$ cat config.mk
export PLATFORM = sky130hd
export DESIGN_NAME = tdm_serial_audio_encoder
export DESIGN_NICKNAME = d
export VERILOG_FILES = /design/src/rtl/serial_audio_pkg.sv /design/src/rtl/sample_holding_register.sv /design/src/rtl/tdm_serial_audio_encoder.sv
export SDC_FILE = /design/constraint.sdc
export NUM_CORES = 1
export LEC_CHECK = 0
export BUFFER_PORTS_ARGS = -buffer_cell sky130_fd_sc_hd__buf_2
export CAP_MARGIN = 0
export CORE_ASPECT_RATIO = 0.5
export CORE_MARGIN = 1
export CORE_UTILIZATION = 35
export CTS_CLUSTER_DIAMETER = 100
export DETAILED_ROUTE_END_ITERATION = 7
export PLACE_DENSITY = 0.57
export SYNTH_ARGS = -nofsm -noshare
export SYNTH_HDL_FRONTEND = slang
export SYNTH_SLANG_ARGS = --single-unit
$ cat constraint.sdc
create_clock -name clk -period 6.4 [get_ports clk]
set_clock_uncertainty 0.1 [all_clocks]
set_input_delay 0.64 -clock clk [delete_from_list [all_inputs] [get_ports clk]]
set_output_delay 0.64 -clock clk [all_outputs]
set_load 0.05 [all_outputs]
$ cat src/rtl/serial_audio_pkg.sv
// Shared definitions for the serial audio encoders: format codes, FSM state
// type and a helper that folds the reserved format code onto left-justified.
package serial_audio_pkg;

  localparam logic [1:0] FMT_I2S = 2'd0;
  localparam logic [1:0] FMT_LJ  = 2'd1;
  localparam logic [1:0] FMT_RJ  = 2'd2;

  typedef enum logic {
    ST_IDLE = 1'b0,
    ST_RUN  = 1'b1
  } enc_state_t;

  // Code 3 is reserved and is treated exactly like left-justified.
  function automatic logic [1:0] fmt_normalise(input logic [1:0] code);
    return (code == FMT_I2S || code == FMT_RJ) ? code : FMT_LJ;
  endfunction

endpackage

$ cat src/rtl/sample_holding_register.sv
// Single-entry sample buffer between the upstream valid/ready producer and the
// slot shifter. The consumer empties it with a one-cycle take pulse; a new
// sample is only accepted while empty, so take and write never coincide.
module sample_holding_register #(
  parameter int data_width    = 16,
  parameter int channel_width = 1
) (
  input  logic                     clk,
  input  logic                     reset,
  input  logic                     wr_valid,
  output logic                     wr_ready,
  input  logic [data_width-1:0]    wr_data,
  input  logic [channel_width-1:0] wr_channel,
  input  logic                     rd_take,
  output logic                     full,
  output logic [data_width-1:0]    data,
  output logic [channel_width-1:0] channel
);

  logic                     full_reg;
  logic [data_width-1:0]    data_reg;
  logic [channel_width-1:0] channel_reg;

  assign wr_ready = ~full_reg;
  assign full     = full_reg;
  assign data     = data_reg;
  assign channel  = channel_reg;

  // Capture a sample when empty; drop the occupied flag when the consumer takes it.
  always_ff @(posedge clk or posedge reset) begin
    if (reset) begin
      full_reg    <= 1'b0;
      data_reg    <= '0;
      channel_reg <= '0;
    end else if (rd_take) begin
      full_reg <= 1'b0;
    end else if (wr_valid && !full_reg) begin
      full_reg    <= 1'b1;
      data_reg    <= wr_data;
      channel_reg <= wr_channel;
    end
  end

endmodule

$ cat src/rtl/tdm_serial_audio_encoder.sv
// TDM serial audio encoder: serialises one buffered sample per channel slot,
// MSB first, in I2S, left-justified or right-justified placement, and drives a
// frame-sync level that is low for the first half of the slots.
module tdm_serial_audio_encoder
  import serial_audio_pkg::*;
#(
  parameter int audio_width = 16,
  parameter int slot_width  = 32,
  parameter int channels    = 2
) (
  input  logic                        clk,
  input  logic                        reset,
  input  logic [1:0]                  format,
  input  logic                        fsync_polarity,
  input  logic                        i_valid,
  output logic                        i_ready,
  input  logic [$clog2(channels)-1:0] i_channel,
  input  logic [audio_width-1:0]      i_audio,
  output logic                        is_underrun,
  output logic                        sclk,
  output logic                        fsync,
  output logic                        sdo
);

  localparam int ch_w     = $clog2(channels);
  localparam int bit_w    = $clog2(slot_width);
  localparam int lj_shift = slot_width - audio_width;
  localparam logic [bit_w-1:0] last_bit = bit_w'(slot_width - 1);
  localparam logic [ch_w-1:0]  last_ch  = ch_w'(channels - 1);
  localparam logic [ch_w-1:0]  half_ch  = ch_w'(channels / 2);

  generate
    if (audio_width < 2) begin : g_bad_audio
      $error("tdm_serial_audio_encoder: audio_width must be at least 2");
    end
    if (slot_width < audio_width) begin : g_bad_slot
      $error("tdm_serial_audio_encoder: slot_width must be >= audio_width");
    end
    if ((channels % 2) != 0 || channels < 2 || channels > 16) begin : g_bad_channels
      $error("tdm_serial_audio_encoder: channels must be even and within 2..16");
    end
  endgenerate

  enc_state_t             state_reg, state_next;
  logic [bit_w-1:0]       bit_reg, bit_next;
  logic [ch_w-1:0]        ch_reg, ch_next;
  logic [slot_width-1:0]  shifter_reg, shifter_next;
  logic [1:0]             fmt_reg, fmt_next;
  logic                   sdo_reg, sdo_next;
  logic                   dly_reg, dly_next;
  logic                   raw_reg, raw_next;
  logic                   underrun_reg, underrun_next;

  logic                   buf_full;
  logic                   buf_take;
  logic [audio_width-1:0] buf_data;
  logic [ch_w-1:0]        buf_channel;

  logic                   do_load;
  logic                   do_shift;
  logic [ch_w-1:0]        load_ch;
  logic [ch_w-1:0]        ch_follow;
  logic [slot_width-1:0]  sample_ext;

  sample_holding_register #(
    .data_width   (audio_width),
    .channel_width(ch_w)
  ) u_holding (
    .clk       (clk),
    .reset     (reset),
    .wr_valid  (i_valid),
    .wr_ready  (i_ready),
    .wr_data   (i_audio),
    .wr_channel(i_channel),
    .rd_take   (buf_take),
    .full      (buf_full),
    .data      (buf_data),
    .channel   (buf_channel)
  );

  assign ch_follow  = (ch_reg == last_ch) ? '0 : ch_reg + 1'b1;
  assign sample_ext = slot_width'(buf_data);

  assign sclk        = ~clk;
  assign fsync       = raw_reg ^ fsync_polarity;
  assign sdo         = sdo_reg;
  assign is_underrun = underrun_reg;

  // Register all encoder state; reset aborts any frame in progress at once.
  always_ff @(posedge clk or posedge reset) begin
    if (reset) begin
      state_reg    <= ST_IDLE;
      bit_reg      <= '0;
      ch_reg       <= '0;
      shifter_reg  <= '0;
      fmt_reg      <= FMT_I2S;
      sdo_reg      <= 1'b0;
      dly_reg      <= 1'b0;
      raw_reg      <= 1'b1;
      underrun_reg <= 1'b0;
    end else begin
      state_reg    <= state_next;
      bit_reg      <= bit_next;
      ch_reg       <= ch_next;
      shifter_reg  <= shifter_next;
      fmt_reg      <= fmt_next;
      sdo_reg      <= sdo_next;
      dly_reg      <= dly_next;
      raw_reg      <= raw_next;
      underrun_reg <= underrun_next;
    end
  end

  // Decide load / shift / stop for this edge, then derive every next value from that.
  always_comb begin
    state_next    = state_reg;
    bit_next      = bit_reg;
    ch_next       = ch_reg;
    shifter_next  = shifter_reg;
    fmt_next      = fmt_reg;
    sdo_next      = sdo_reg;
    dly_next      = dly_reg;
    raw_next      = raw_reg;
    underrun_next = underrun_reg;
    buf_take      = 1'b0;
    do_load       = 1'b0;
    do_shift      = 1'b0;
    load_ch       = '0;

    case (state_reg)
      ST_IDLE: begin
        // Only a channel-0 sample can open a frame; anything else is dropped.
        if (buf_full) begin
          buf_take = 1'b1;
          if (buf_channel == '0) begin
            do_load = 1'b1;
          end
        end
      end
      ST_RUN: begin
        if (bit_reg != last_bit) begin
          do_shift = 1'b1;
        end else if (buf_full && buf_channel == ch_follow) begin
          buf_take = 1'b1;
          do_load  = 1'b1;
          load_ch  = ch_follow;
        end else begin
          // Missing or out-of-order sample: flush it and fall back to idle.
          buf_take = buf_full;
        end
      end
      default: ;
    endcase

    if (do_load) begin
      // Format is only sampled at the start of a frame.
      if (load_ch == '0) begin
        fmt_next = fmt_normalise(format);
      end
      shifter_next  = (fmt_next == FMT_RJ) ? sample_ext : (sample_ext << lj_shift);
      state_next    = ST_RUN;
      bit_next      = '0;
      ch_next       = load_ch;
      raw_next      = (load_ch >= half_ch);
      underrun_next = 1'b0;
    end else if (do_shift) begin
      shifter_next = shifter_reg << 1;
      bit_next     = bit_reg + 1'b1;
    end else begin
      state_next   = ST_IDLE;
      bit_next     = '0;
      ch_next      = '0;
      shifter_next = '0;
      raw_next     = 1'b1;
      if (state_reg == ST_RUN) begin
        underrun_next = 1'b1;
      end
    end

    // I2S emits the bit that was at the shifter MSB one clock earlier.
    if (do_load || do_shift) begin
      dly_next = shifter_next[slot_width-1];
      sdo_next = (fmt_next == FMT_I2S) ? dly_reg : shifter_next[slot_width-1];
    end else begin
      dly_next = 1'b0;
      sdo_next = 1'b0;
    end
  end

endmodule

==> results by group, run 1 <==
Status
  • Status: completed

Layout
  • Max reg flops: 31
  • Share of layout cells above drive strength 1: 31.4%
  • Area Growth Syn to Fin: 19.5%
  • Final instance area: 2900 um2
  • N_diodes: 0
  • Final #Nets: approximately 230

Logic synthesis
  • Sequential element share of the synthesized area: about 64%
  • Share of the synthesized area in the top cell type: 63.0%
  • Top cells by area, synth: dfrtp_1 63%, a22o_1 11%, mux2_2 8.8%, and2_1 1.5%, dfstp_2 1.1%
  • Mapped cell area: 2420 um2
  • Syn avg cell area: 14.2 um2
  • Primary FF master, synth: dfrtp_1
  • Cells after Synth: between 150 and 200
  • Area leader, netlist: dfrtp_1
  • EDFF count, synth: 0
  • Cell with the most instances after synthesis: dfrtp_1
  • Most frequent cells after synthesis: 61 x dfrtp_1, 30 x a22o_1, 19 x mux2_2, 6 x and2_1, 6 x nand2_1
  • Seq cells post-synth: 62
  • Netlist cell types: 33
  • Net Count, Synth: 196
  • Yosys Warn Count: 0
  • Ys async rst share: 100%

Setup path
  • CP arrival: approximately 3800 ps
  • Required @ worst endpoint: approximately 5700 ps
  • Setup Crit Path Kind: clk -> out
  • CP Launch Type: clock port
  • Crit end category: primary output
  • R2R cell count: 7
  • Max FO, Critical Path: 9

STA
  • Slew Limit Headroom: 36.0%
  • Setup Viol. Count Final: 0
  • Final hold viol count: 0
  • Slew @ Worst Pin: 954 ps
  • Final TNS setup: 0 ps
  • Max Slew Vio Count: 0
  • RSZ-0062 raised after global routing: false

Floorplanning
  • Die width: 120 um
  • Die Y: 60.9 um
  • Initial Util: 36.2%
  • Core box area: ~6700 um2
  • Rows: 21
  • Die footprint: 7280 um2
  • Io pins: 28

Global routing
  • Vias in the first global route: 1409
  • GRT Residual Overflow: 0
  • Initial antenna violation count: 0
  • GRT Util Overall: 13.5%
  • First-pass GRT wire length: 7050 um
  • Largest net degree at the start of global routing: 63

Route
  • Wire length per cell: roughly 14 um
  • Via count: 1438
  • Pre-Repair DR Iteration Count: 5
  • WL final: between 4000 and 5000 um
  • Post-DRT Antenna Nets: 0
  • Drt initial violations: 62
  • Vias/cell: 4.81
  • DRC: 0

Clock network
  • Num CTS Buffers: 9
  • CTS tree: done
  • Hold_buf cts: 0
  • Root buffer cell: clkbuf_16
  • H-tree depth: 3
  • PostCTS Resize Cnt: 0
  • Clk slew on worst S/H paths: 50 ps
  • # Post-CTS Setup Buffers: 0
  • Max clock buf depth: 2
  • Skew-Pair Late Insertion Delay: roughly 320 ps

Power and ir drop
  • Power per Cell Area: around 480 nW/um2
  • VDD IR-drop max: between 0.2 and 0.25 mV
  • LEAKAGE: 1.41 nW

Placement
  • Post-DP Area: 2650 um2
  • Placer Congestion: 0.746
  • Port Buffer Count: 27
  • HPWL after DPL: 2530 um

Worst hold path
  • Hold Path Class: reg -> reg
  • WHS Path Cells: 1

Flow run
  • Max-Cap Viols: 0
metrics by stage:
stage / util (%) / instances / setup slack, ps / hold WS [ps] / total power, mW
floorplan: - / 171 / 2160 / 333 / 0.891
global placement: 39.5 / 283 / 2190 / 341 / 0.966
detailed placement: 39.5 / 283 / 2190 / 359 / 0.978
CTS: 43.2 / 299 / 1830 / 368 / 1.40
global route: 43.2 / 299 / 1820 / 378 / 1.47
finish: 43.2 / 299 / 1850 / 362 / 1.38
placed cells by master (no fill, tap or decap), drive strengths merged:
cell type  count
a21bo          1
o21ai          1
a21boi         1
nand3          2
ha             2
dfstp          1
xnor2          1
buf           30
a221oi         1
nand2b         1
xor2           2
and4b          2
nor3           1
o311ai         1
a22o          30
o31a           1
and3b          1
a21oi          1
dfrtp         61
a21o           2
nor2           5
clkinv         1
clkbuf        15
mux2          19
and2           6
nor2b          4
and3           1
nand2          6
o21ba          1
a211o          1
o31ai          1
inv            4
worst paths after layout:
| path | start | end | slack, ps |
|---|---|---|---|
| setup / recovery | clk | sclk | 1850 |
| hold / removal | bit_reg[0]$_DFF_PP0_ | bit_reg[0]$_DFF_PP0_ | 360 |
| setup reg to reg | bit_reg[0]$_DFF_PP0_ | shifter_reg[29]$_DFF_PP0_ | 3630 |
| hold reg to reg | bit_reg[0]$_DFF_PP0_ | bit_reg[0]$_DFF_PP0_ | 360 |
| max in group asynchronous | reset | shifter_reg[2]$_DFF_PP0_ | 5240 |
| min in group asynchronous | reset | u_holding.full$_DFFE_PP0P_ | 430 |
final cells by class:
type / count / area [um2]
repair buffers: 29 / 153
clock buffers: 16 / 253
clock inverters: 2 / 8.76
fillers: 621 / 3800
well taps: 92 / 115
flip-flops and latches: 62 / 1550
inverters: 3 / 11.3
multi-input cells: 95 / 805
routing by layer:
layer	part of all wire, %	track usage (%)
met2	46	19.8
met3	4.2	7.80
met5	0	0
met1	50	17.1
met4	0.33	3.75
cell families after synthesis:
| family | Yosys count | share of synthesized area [%] |
|---|---|---|
| AOI/OAI and AO/OA | 42 | 15.3 |
| xor gates and xnor gates | 3 | 1.08 |
| adders and majority gates | 2 | 1.03 |
| buffers and inverters | 14 | 2.89 |
| DFF | 62 | 64.0 |
| muxes | 19 | 8.82 |
| and+or+nand+nor | 29 | 6.81 |
power by group:
| group | internal, mW | switching, mW | total, mW |
|---|---|---|---|
| registers | 0.537 | 0.0925 | 0.630 |
| clock network | 0.267 | 0.178 | 0.445 |
| logic | 0.158 | 0.149 | 0.307 |
| total | 0.962 | 0.419 | 1.38 |
worst max-delay path, cell delays in order:
cell       delay [ps]
clkbuf_16         160
clkbuf_16         160
inv_1              40
buf_2             240
(Power assumes the default switching activity.)
==> run 2: changes to the inputs <==
==> constraint.sdc (replaced) <==
create_clock -name clk -period 4.3 [get_ports clk]
set_clock_uncertainty 0.1 [all_clocks]
set_input_delay 0.43 -clock clk [delete_from_list [all_inputs] [get_ports clk]]
set_output_delay 0.43 -clock clk [all_outputs]
set_load 0.05 [all_outputs]
==> results by group, run 2 (synthesis gave the netlist of run 1 again) <==
Floorplanning
  • Die footprint: 7280 um2 (unchanged)
  • Rows: 21 (unchanged)
  • Die Y: 60.9 um (unchanged)
  • Die width: 120 um (unchanged)
  • Io pins: 28 (unchanged)
  • Initial Util: 36.2% (unchanged)
  • Core box area: 6700 um2 (unchanged)

Route
  • Post-DRT Antenna Nets: 0 (unchanged)
  • Wire length per cell: 13.6 um (was 14.1 um)
  • Via count: 1434 (was 1438)
  • Vias/cell: 4.80 (was 4.81)
  • Drt initial violations: 82 (was 62)
  • WL final: 4070 um (was 4230 um)
  • DRC: 0 (unchanged)
  • Pre-Repair DR Iteration Count: 4 (was 5)

Layout
  • Most common cell after layout, fill and taps aside: dfrtp_1 (unchanged)
  • Max reg flops: 31 (unchanged)
  • Layout Utilization: 43.3% (was 43.2%)
  • Cell Count, Final, Fillers Out: 299 (unchanged)
  • Commonest cells after routing, fill and taps aside: 61 x dfrtp_1, 30 x a22o_1, 27 x buf_2 (unchanged)
  • Final instance area: 2900 um2 (about the same)
  • N_diodes: 0 (unchanged)
  • Final #Nets: 227 (unchanged)
  • Area Growth Syn to Fin: 19.7% (was 19.5%)
  • Fill count: 626 (was 621)
  • Share of layout cells above drive strength 1: 33.3% (was 31.4%)

STA
  • Final TNS setup: 0 ps (unchanged)
  • Slew @ Worst Pin: 897 ps (was 954 ps)
  • Setup Viol. Count Final: 0 (unchanged)
  • Slew Limit Headroom: 39.9% (was 36.0%)
  • Final worst slack: 1000 ps (was 1850 ps)
  • Max Slew Vio Count: 0 (unchanged)
  • RSZ-0062 raised after global routing: false (unchanged)
  • Final hold viol count: 0 (unchanged)
  • WHS: 8.47 ps (was 362 ps)

Placement
  • Placer Congestion: 0.749 (was 0.746)
  • HPWL after DPL: 2520 um (was 2530 um)
  • Port Buffer Count: 27 (unchanged)
  • Placed Cells: 283 (unchanged)
  • Post-DP Area: 2650 um2 (unchanged)
  • Dpl ws: 1350 ps (was 2190 ps)

Power and ir drop
  • LEAKAGE: 1.42 nW (was 1.41 nW)
  • VDD IR-drop max: 0.272 mV (was 0.216 mV)
  • Power per Cell Area: 710 nW/um2 (was 477 nW/um2)
  • Design Power: 2.06 mW (was 1.38 mW)

Setup path
  • CP Launch Type: clock port (unchanged)
  • Required @ worst endpoint: 3770 ps (was 5660 ps)
  • CP arrival: 2770 ps (was 3810 ps)
  • Crit end category: primary output (unchanged)
  • Setup Crit Path Kind: clk -> out (unchanged)
  • Max FO, Critical Path: 8 (was 9)
  • R2R cell count: 7 (unchanged)

Global routing
  • First-pass GRT wire length: 7100 um (was 7050 um)
  • Largest net degree at the start of global routing: 42 (was 63)
  • Initial antenna violation count: 0 (unchanged)
  • GRT Residual Overflow: 0 (unchanged)
  • Vias in the first global route: 1439 (was 1409)
  • GRT Util Overall: 13.3% (was 13.5%)

Status
  • Status: completed (unchanged)

Clock network
  • H-tree depth: 3 (unchanged)
  • PostCTS Resize Cnt: 0 (unchanged)
  • Root buffer cell: clkbuf_16 (unchanged)
  • Num CTS Buffers: 9 (unchanged)
  • Clk slew on worst S/H paths: 50 ps (about the same)
  • Max clock buf depth: 2 (unchanged)
  • Hold_buf cts: 0 (unchanged)
  • Skew-Pair Late Insertion Delay: 320 ps (about the same)
  • # Post-CTS Setup Buffers: 0 (unchanged)
  • CTS tree: done (unchanged)

Worst hold path
  • Hold Path Class: in -> async (was reg -> reg)

Flow run
  • Max-Cap Viols: 0 (unchanged)
-- run 2: worst max-delay path: stages --
cell and delay, ps:
clkbuf_16 160, clkbuf_16 160, inv_1 40, buf_2 250
-- run 2: layout make-up --
class	count	area (um2)	share of cell area [%]
Clock inverter	6	28.8	0.991
Multi-Input combinational cell	95	805	27.7
Tap cell	92	115	3.97
Timing Repair Buffer	29	153	5.26
Sequential cell	62	1550	53.5
Clock buffer	12	238	8.19
Inverter	3	11.3	0.388
-- run 2: path summary, 6_finish.rpt --
kind / from / to / slack, ps
worst max-delay path: clk / sclk / 1000
worst min-delay path: reset / u_holding.data[15]$_DFFE_PP0P_ / 8
worst max register to register: bit_reg[0]$_DFF_PP0_ / shifter_reg[24]$_DFF_PP0_ / 1570
worst min register to register: shifter_reg[10]$_DFF_PP0_ / shifter_reg[11]$_DFF_PP0_ / 370
max in group asynchronous: reset / shifter_reg[29]$_DFF_PP0_ / 3220
min in group clk: i_channel / u_holding.channel$_DFFE_PP0P_ / 240
-- run 2: metal layers --
layer | vias up | global-route usage (%) | part of all wire (%)
met4 | 0 | 5.89 | 1.7
met5 | - | 0 | 0
li1 | 678 | - | -
met3 | 7 | 5.55 | 4.6
met1 | 723 | 17.2 | 49
met2 | 26 | 20.1 | 45
-- run 2: report_power, final --
| part | switching [mW] | internal [mW] | total, mW |
|---|---|---|---|
| sequential | 0.136 | 0.799 | 0.935 |
| clock | 0.280 | 0.391 | 0.672 |
| combinational | 0.218 | 0.235 | 0.453 |
==> run 3: changes to the inputs <==
--- a/config.mk
+++ b/config.mk
@@ -12,7 +12,7 @@
 export CORE_UTILIZATION = 35
 export CTS_CLUSTER_DIAMETER = 100
 export DETAILED_ROUTE_END_ITERATION = 7
-export PLACE_DENSITY = 0.57
+export PLACE_DENSITY = 0.59
 export SYNTH_ARGS = -nofsm -noshare
 export SYNTH_HDL_FRONTEND = slang
 export SYNTH_SLANG_ARGS = --single-unit
==> constraint.sdc (replaced) <==
create_clock -name clk -period 2.8 [get_ports clk]
set_clock_uncertainty 0.1 [all_clocks]
set_input_delay 0.28 -clock clk [delete_from_list [all_inputs] [get_ports clk]]
set_output_delay 0.28 -clock clk [all_outputs]
set_load 0.05 [all_outputs]
==> results by group, run 3 (synthesis gave the netlist of run 1 again) <==
STA
  • RSZ-0062 raised after global routing: false (unchanged)
  • Minimum clock period: 2620 ps
  • Final hold viol count: 0 (unchanged)
  • Setup Viol. Count Final: 0 (unchanged)
  • Slew Limit Headroom: 39.4% (was 39.9%)
  • Max Slew Vio Count: 0 (unchanged)
  • Tcrit/Tclk final: 93.5%
  • Fmax: 382 MHz
  • Slew @ Worst Pin: 904 ps (was 897 ps)
  • Final TNS setup: 0 ps (unchanged)

Power and ir drop
  • Power share of the combinational group: 21.9% (was 22.0%)
  • Clock power share: 33.3% (was 32.6%)
  • VDD IR-drop max: 0.418 mV (was 0.272 mV)
  • Switching pwr: 0.974 mW (was 0.634 mW)
  • Flop pwr share: 44.8% (was 45.4%)
  • P_int: 2.24 mW (was 1.43 mW)
  • LEAKAGE: 1.45 nW (was 1.42 nW)
  • Sw frac: 30.3% (was 30.8%)
  • Power per Cell Area: 1090 nW/um2 (was 710 nW/um2)

Global routing
  • GRT Util Overall: 13.7% (was 13.3%)
  • Largest net degree at the start of global routing: 44 (was 42)
  • Vias in the first global route: 1457 (was 1439)
  • Initial antenna violation count: 0 (unchanged)
  • First-pass GRT wire length: 7190 um (was 7100 um)
  • GRT Residual Overflow: 0 (unchanged)

Clock network
  • # Post-CTS Setup Buffers: 0 (unchanged)
  • Max clock buf depth: 2 (unchanged)
  • CTS tree: done (unchanged)
  • H-tree depth: 3 (unchanged)
  • Root buffer cell: clkbuf_16 (unchanged)
  • PostCTS Resize Cnt: 0 (unchanged)
  • Skew-Pair Late Insertion Delay: 320 ps (about the same)
  • Num CTS Buffers: 9 (unchanged)
  • Hold_buf cts: 0 (unchanged)
  • Clk slew on worst S/H paths: 50 ps (about the same)

Setup path
  • Crit end category: flop (was primary output)
  • Levels on crit path: 7 (was 4)
  • R2R cell count: 7 (unchanged)
  • Crit path max-delay family: simple AND/OR/NAND/NOR gates (was buffers and inverters)
  • Crit path buf inv count: 0 (was 4)
  • Max FO, Critical Path: 15 (was 8)
  • CP Cell Sequence: ha_1, and3_1, ha_1, and4b_1, and4b_1, nor3_2, a22o_1 (was clkbuf_16, clkbuf_16, inv_1, buf_2)
  • Required @ worst endpoint: 2950 ps (was 3770 ps)
  • CP Launch Type: flop (was clock port)
  • Slowest CP cell: nor3_2 (was buf_2)
  • CP max stage delay: 740 ps (was 250 ps)
  • CP arrival: 2770 ps (about the same)
  • Setup Crit Path Kind: reg -> reg (was clk -> out)

Layout
  • Most common cell after layout, fill and taps aside: dfrtp_1 (unchanged)
  • Final #Nets: 230 (was 227)
  • Share of layout cells above drive strength 1: 33.3% (unchanged)
  • N_diodes: 0 (unchanged)
  • Final instance area: 2940 um2 (was 2900 um2)
  • Fill count: 608 (was 626)
  • Area Growth Syn to Fin: 21.3% (was 19.7%)
  • Max reg flops: 31 (unchanged)
  • Commonest cells after routing, fill and taps aside: 61 x dfrtp_1, 30 x a22o_1, 27 x buf_2 (unchanged)

Route
  • Post-DRT Antenna Nets: 0 (unchanged)
  • DRC: 0 (unchanged)
  • Via count: 1443 (was 1434)
  • Drt initial violations: 113 (was 82)
  • Vias/cell: 4.78 (was 4.80)
  • WL final: 4270 um (was 4070 um)
  • Wire length per cell: 14.1 um (was 13.6 um)
  • Pre-Repair DR Iteration Count: 4 (unchanged)

Floorplanning
  • Io pins: 28 (unchanged)
  • Die width: 120 um (unchanged)
  • Die Y: 60.9 um (unchanged)
  • Die footprint: 7280 um2 (unchanged)
  • Core box area: 6700 um2 (unchanged)
  • Initial Util: 36.2% (unchanged)
  • Rows: 21 (unchanged)

Status
  • Status: completed (unchanged)

Worst hold path
  • Hold Path Class: in -> async (unchanged)

Flow run
  • Max-Cap Viols: 0 (unchanged)

Placement
  • HPWL after DPL: 2620 um (was 2520 um)
  • Port Buffer Count: 27 (unchanged)
  • Placer Congestion: 0.731 (was 0.749)
  • Post-DP Area: 2670 um2 (was 2650 um2)
-- run 3: worst paths after layout --
check                                     start                             to  slack (ps)
setup / recovery           bit_reg[0]$_DFF_PP0_      shifter_reg[22]$_DFF_PP0_         180
hold / removal                            reset      shifter_reg[13]$_DFF_PP0_          50
setup reg to reg           bit_reg[0]$_DFF_PP0_      shifter_reg[22]$_DFF_PP0_         180
hold reg to reg            bit_reg[0]$_DFF_PP0_           bit_reg[0]$_DFF_PP0_         360
max in group asynchronous                 reset       shifter_reg[8]$_DFF_PP0_        1730
min in group clk                      i_channel  u_holding.channel$_DFFE_PP0P_          90
-- run 3: per-stage QoR --
step | utilization, % | instances | hold WS [ps] | total power [mW] | setup WS [ps]
final | 43.9 | 302 | 54.5 | 3.22 | 182
after detailed placement | 39.8 | 286 | 357 | 2.24 | 195
after global placement | 39.8 | 286 | 343 | 2.21 | 248
after floorplan | - | 171 | 332 | 2.04 | 484
after CTS | 43.9 | 302 | 72.5 | 3.26 | 166
after global routing | 43.9 | 302 | 76.8 | 3.40 | 16.8
-- run 3: layer usage --
metal	track usage, %	part of all wire [%]	vias to the layer above
li1	-	-	686
met1	16.7	50	731
met2	21.0	45	19
met3	6.02	4.2	7
met4	7.50	1.6	0
met5	0	0	-
-- run 3: worst register-to-register path, cell delays in order, from the launching register on --
cell     delay [ps]
dfrtp_1         390
ha_1            230
and3_1          190
ha_1            190
and4b_1         230
and4b_1         240
nor3_2          740
a22o_1          240
-- run 3: cell type report --
class	instances	area (um2)	share of cell area, %
Sequential cell	62	1550	52.8
Multi-Input combinational cell	95	805	27.4
Clock buffer	14	265	9.02
Timing Repair Buffer	32	175	5.96
Tap cell	92	115	3.91
Clock inverter	4	16.3	0.553
Inverter	3	11.3	0.383
-- run 3: power groups by stage --
stage	combinational, mW	clock [mW]	sequential [mW]
2_1_floorplan	0.575	0.0604	1.40
3_3_place_gp	0.685	0.0725	1.45
3_5_place_dp	0.710	0.0725	1.46
4_1_cts	0.716	1.10	1.45
5_1_grt	0.781	1.14	1.49
6_report	0.704	1.07	1.44
